**src/rtl/dmem_arbiter.sv**
```systemverilog
// dmem_arbiter: shares a single-port data RAM between the CPU load/store
// path and a loader/debug port. The CPU wins by default; a saturating wait
// counter force-grants the loader after MAXWAIT consecutive denied cycles.
// Read data returns one cycle after the grant and is routed by a pending tag.
module dmem_arbiter #(
  parameter int n       = 32,
  parameter int MAXWAIT = 4
) (
  input  logic         clock,
  input  logic         reset,
  input  logic         cpu_req,
  input  logic         cpu_we,
  input  logic [n-1:0] cpu_addr,
  input  logic [n-1:0] cpu_wdata,
  output logic         cpu_gnt,
  output logic         cpu_rvalid,
  output logic [n-1:0] cpu_rdata,
  input  logic         ld_req,
  input  logic         ld_we,
  input  logic [n-1:0] ld_addr,
  input  logic [n-1:0] ld_wdata,
  output logic         ld_gnt,
  output logic         ld_rvalid,
  output logic [n-1:0] ld_rdata,
  output logic         ramR,
  output logic         ramW,
  output logic [n-1:0] ram_addr,
  output logic [n-1:0] ram_wdata,
  input  logic [n-1:0] ram_rdata,
  output logic [3:0]   starve_cnt
);

  // Owner of the read issued in the previous cycle, if any.
  typedef enum logic [1:0] {
    TAG_NONE = 2'd0,
    TAG_CPU  = 2'd1,
    TAG_LD   = 2'd2
  } tag_t;

  localparam logic [3:0] C_MAXWAIT = 4'(MAXWAIT);

  tag_t       r_tag;
  tag_t       w_tag_next;
  logic [3:0] r_starve;
  logic [3:0] w_starve_next;
  logic       w_sat;
  logic       w_cpu_win;
  logic       w_ld_win;

  // Arbitration: CPU first unless the loader has waited MAXWAIT cycles.
  // Reset low suppresses every grant so the RAM sees no strobe.
  always_comb begin
    w_sat     = (r_starve == C_MAXWAIT);
    w_ld_win  = reset & ld_req & (~cpu_req | w_sat);
    w_cpu_win = reset & cpu_req & ~w_ld_win;
  end

  assign cpu_gnt = w_cpu_win;
  assign ld_gnt  = w_ld_win;

  // RAM drive: winner's request is steered to the RAM, zeros when idle.
  always_comb begin
    ramR      = 1'b0;
    ramW      = 1'b0;
    ram_addr  = '0;
    ram_wdata = '0;
    if (w_cpu_win) begin
      ramW      = cpu_we;
      ramR      = ~cpu_we;
      ram_addr  = cpu_addr;
      ram_wdata = cpu_wdata;
    end else if (w_ld_win) begin
      ramW      = ld_we;
      ramR      = ~ld_we;
      ram_addr  = ld_addr;
      ram_wdata = ld_wdata;
    end
  end

  // Wait counter next value: counts denied loader cycles, saturating, and
  // clears whenever the loader is served or stops asking.
  always_comb begin
    w_starve_next = r_starve;
    if (!ld_req || w_ld_win) begin
      w_starve_next = 4'd0;
    end else if (r_starve < C_MAXWAIT) begin
      w_starve_next = r_starve + 4'd1;
    end
  end

  // Pending-tag next state: records who owns the read granted this cycle.
  always_comb begin
    w_tag_next = TAG_NONE;
    if (w_cpu_win && !cpu_we) begin
      w_tag_next = TAG_CPU;
    end else if (w_ld_win && !ld_we) begin
      w_tag_next = TAG_LD;
    end
  end

  // State registers; reset drops any in-flight read response.
  always_ff @(posedge clock or negedge reset) begin
    if (!reset) begin
      r_tag    <= TAG_NONE;
      r_starve <= 4'd0;
    end else begin
      r_tag    <= w_tag_next;
      r_starve <= w_starve_next;
    end
  end

  assign starve_cnt = r_starve;
  assign cpu_rvalid = (r_tag == TAG_CPU);
  assign ld_rvalid  = (r_tag == TAG_LD);
  assign cpu_rdata  = cpu_rvalid ? ram_rdata : '0;
  assign ld_rdata   = ld_rvalid  ? ram_rdata : '0;

endmodule

```
**config.mk**
```make
export PLATFORM = sky130hd
export DESIGN_NAME = dmem_arbiter
export DESIGN_NICKNAME = d
export VERILOG_FILES = /design/src/rtl/dmem_arbiter.sv
export SDC_FILE = /design/constraint.sdc
export NUM_CORES = 1
export LEC_CHECK = 0
export BUFFER_PORTS_ARGS = -buffer_cell sky130_fd_sc_hd__buf_2
export CAP_MARGIN = 15
export CORE_AREA = 2 2 119 121
export CTS_BUF_LIST = sky130_fd_sc_hd__clkbuf_4 sky130_fd_sc_hd__clkbuf_8 sky130_fd_sc_hd__clkbuf_16
export CTS_CLUSTER_DIAMETER = 60
export DETAILED_ROUTE_END_ITERATION = 6
export DIE_AREA = 0 0 121 123
export PLACE_DENSITY = 0.43
export SLEW_MARGIN = 20
export SYNTH_ARGS = -nofsm -noshare
export SYNTH_HDL_FRONTEND = slang
export SYNTH_SLANG_ARGS = --single-unit
```
**constraint.sdc**
```tcl
create_clock -name clock -period 1.9 [get_ports clock]
set_input_delay 0.19 -clock clock [delete_from_list [all_inputs] [get_ports clock]]
set_output_delay 0.19 -clock clock [all_outputs]
set_load 0.01 [all_outputs]
```
==> impl_metrics.tcl <==
set metrics [dict create \
    ys_ff_latch 6 \
    place_area_um2 3188 \
    grt_antenna_before_repair 1 \
    holdWs_ns 0.2644 \
    period_needed_ns 2.056 \
    synth.net_count 350 \
    root_buffer "clkbuf_16" \
    cts_tree "built" \
    fin_worst_skew_ns 0.0009253 \
    worst_setup_path_start_kind "register" \
    cts_buffer_depth 2 \
    power.sequential.fraction_pct 11.4 \
    switchingPower_w 0.0004106 \
    final_util_pct 27.18 \
    irDropWorstVdd_v 0.0001605 \
    crit_type "register to primary output" \
    vias 2660 \
    cp_data_required_time_ns 1.71 \
    cts_sinks 6 \
    p_sw_share_pct 33.19 \
    io_pins 304 \
    drt-total-wl_um 10730 \
    max_freq_ghz 0.4864 \
    rsz0062_at_grt "true" \
    syn_inst 182 \
    relSlewSlack_pct 81.75 \
    hold_viol 0 \
    drtPass1Iterations 4 \
    drv_cap 0 \
    worstSetupStartpoint "starve_cnt[0]" \
    drt_iter0_drc 72 \
    finalMaxSlewViolations 0 \
    drc 0 \
    hp-class "input pin to register" \
    pwr-share-clk_pct 27.1 \
    yosysWarnings 0 \
    pwr-share-comb_pct 61.5 \
    tightest_slew_ns 0.2728 \
    grt_pass1_wl_um 13650 \
    rows 43 \
    violations "negative setup slack" \
    synth_area_um2 1461 \
    die_w_um 121 \
    end_kind "primary output" \
    arrival_ns 1.87 \
    synthDistinctLibCells 19 \
    p_int_w 0.0008266 \
    ant_nets 0 \
    timing.rr.start "starve_cnt[0]" \
    status "finished with violations" \
    die_area_um2 14880 \
    antenna_cells 0 \
    grt_start_max_net_pins 34 \
    fin_area_um2 3700 \
    fin_ws_ns -0.1558 \
    syn2layout_area_growth_pct 153.2 \
    grt_usage_pct 12.06 \
    place_congestion 0.8057 \
    wl_per_cell_um 15.92 \
    power.density_nw_per_um2 334.4 \
    seq_area_frac_synth_pct 10.27 \
    numPortBuffers 303 \
    dieHeight_um 123 \
    place_hpwl_um 8439 \
    min_period_over_period_pct 108.2 \
    layout.nets 664 \
    start_util_pct 10.74 \
    clk_latency_ns 0.22 \
    clk_pin_slew_ns 0.03 \
    syn_avg_cell_area_um2 8.030 \
    hold_start "ld_req" \
    core_area_um2 13610 \
    critPathMaxFanout 9 \
    grt-ovfl-total 0 \
    viasPerCell 3.947 \
    leakagePower_nw 2.248 \
    grt_pass1_vias 2343 \
    htreeDepth 1 \
    final-setup-viol-count 66 \
    final_layout_size_suffix_gt1_share_pct 69.43 \
    cts_buffers 3 \
]
[path summary, 6_finish.rpt]
kind,endpoint,slack (ns),cells past startpoint
worst max-delay path,ram_addr[15],-0.16,7
worst min-delay path,starve_cnt[3],0.26,3
worst max register to register,starve_cnt[0],0.36,6
worst min register to register,starve_cnt[3],0.56,2
max in group asynchronous,starve_cnt[2],1.27,2
min in group asynchronous,starve_cnt[1],0.41,2
[cell usage after synthesis]
cell type / number / area (um2)
a22o_1: 66 / 578.1
and2_1: 66 / 412.9
buf_6: 10 / 112.6
clkbuf_1: 6 / 22.52
dfrtp_1: 6 / 150.1
inv_1: 5 / 18.77
buf_2: 4 / 20.02
nor2_1: 3 / 11.26
nor2b_1: 3 / 18.77
ha_1: 2 / 25.02
nand2_1: 2 / 7.510
nor3b_2: 2 / 25.02
a21oi_2: 1 / 8.760
and3b_1: 1 / 8.760
buf_4: 1 / 7.510
mux2i_1: 1 / 10.01
o211a_1: 1 / 10.01
o21ai_0: 1 / 5.000
xnor2_1: 1 / 8.760
[logic make-up (layout without fill, tap and decap cells)]
kind of cell	count (synthesis)	count (layout)	share of synthesized area, %
DFF	6	6	10.27
xor gates and xnor gates	1	1	0.5994
AOI/OAI and AO/OA	69	69	41.18
and+or+nand+nor	77	77	33.13
adders and majority gates	2	2	1.712
buffers and inverters	26	338	12.41
muxes	1	1	0.6850
[flip-flops by register name, indices dropped and copies added, names as in the netlist]
name and cells:
starve_cnt 4, r_tag 2
[power by group through the flow]
stage | combinational [W] | clock [W] | sequential, W
after floorplan | 0.000268 | 0 | 0.000148
after global placement | 0.000642 | 0 | 0.000143
after detailed placement | 0.000645 | 0 | 0.000143
after CTS | 0.000731 | 0.000337 | 0.000141
after global routing | 0.000820 | 0.000350 | 0.000143
final | 0.000761 | 0.000335 | 0.000142
[layout make-up]
type                    instances  area [um2]
fillers                      1520        9912
clock buffers                   3       75.07
multi-input cells             150        1180
flip-flops and latches          6       150.1
inverters                       5       18.77
repair buffers                330        2051
well taps                     180       225.2
[timing repair]
item                                   in CTS  in global routing
setup endpoints to repair                  68                 67
gates cloned                                4                  4
buffers inserted                            5                  1
endpoints found under the hold margin       6                  0
hold buffers                                1                  0
gates resized for setup                    36                 15
pin swaps                                  14                 31
[routing by layer]
| layer | up-vias | routed length, um | global-route usage, % |
|---|---|---|---|
| li1 | 1288 | - | - |
| met1 | 1197 | 4292 | 15.13 |
| met2 | 173 | 5417 | 21.84 |
| met4 | 0 | 22 | 1.308 |
| met5 | - | 0 | 0 |
| met3 | 2 | 998 | 2.537 |
[metrics by stage]
step / power (W) / std cells / setup TNS [ns] / setup slack (ns)
3_5_place_dp: 0.0007883 / 657 / 0 / 0.01373
4_1_cts: 0.001209 / 670 / -7.314 / -0.1486
5_1_grt: 0.001313 / 674 / -11.93 / -0.2122
3_3_place_gp: 0.0007847 / 657 / 0 / 0.05158
2_1_floorplan: 0.0004165 / 182 / 0 / 0.1728
6_report: 0.001237 / 674 / -8.162 / -0.1558
[placed cells by master, fill, tap and decap left out]
cell type and instances:
xnor2_1 1, ha_1 1, nor2_1 3, dfrtp_1 6, o21ai_0 1, dlygate4sd3_1 1
nor3b_2 2, o211a_4 1, a21oi_4 1, nor2b_2 2, a22o_4 3, inv_1 5
buf_2 281, mux2i_1 1, ha_2 1, buf_16 3, buf_4 7, a22o_1 63
buf_8 1, and3b_2 1, buf_6 31, buf_12 3, nor2b_1 1, and2_1 66
clkbuf_16 6, nand2_1 2
[worst max-delay path, stage by stage (launching register included)]
cell	delay, ns
dfrtp_1	0.34
inv_1	0.05
ha_2	0.16
and3b_2	0.24
o211a_4	0.31
buf_8	0.16
a22o_1	0.22
buf_2	0.16
Note: power is estimated with default switching activity, not from simulation.
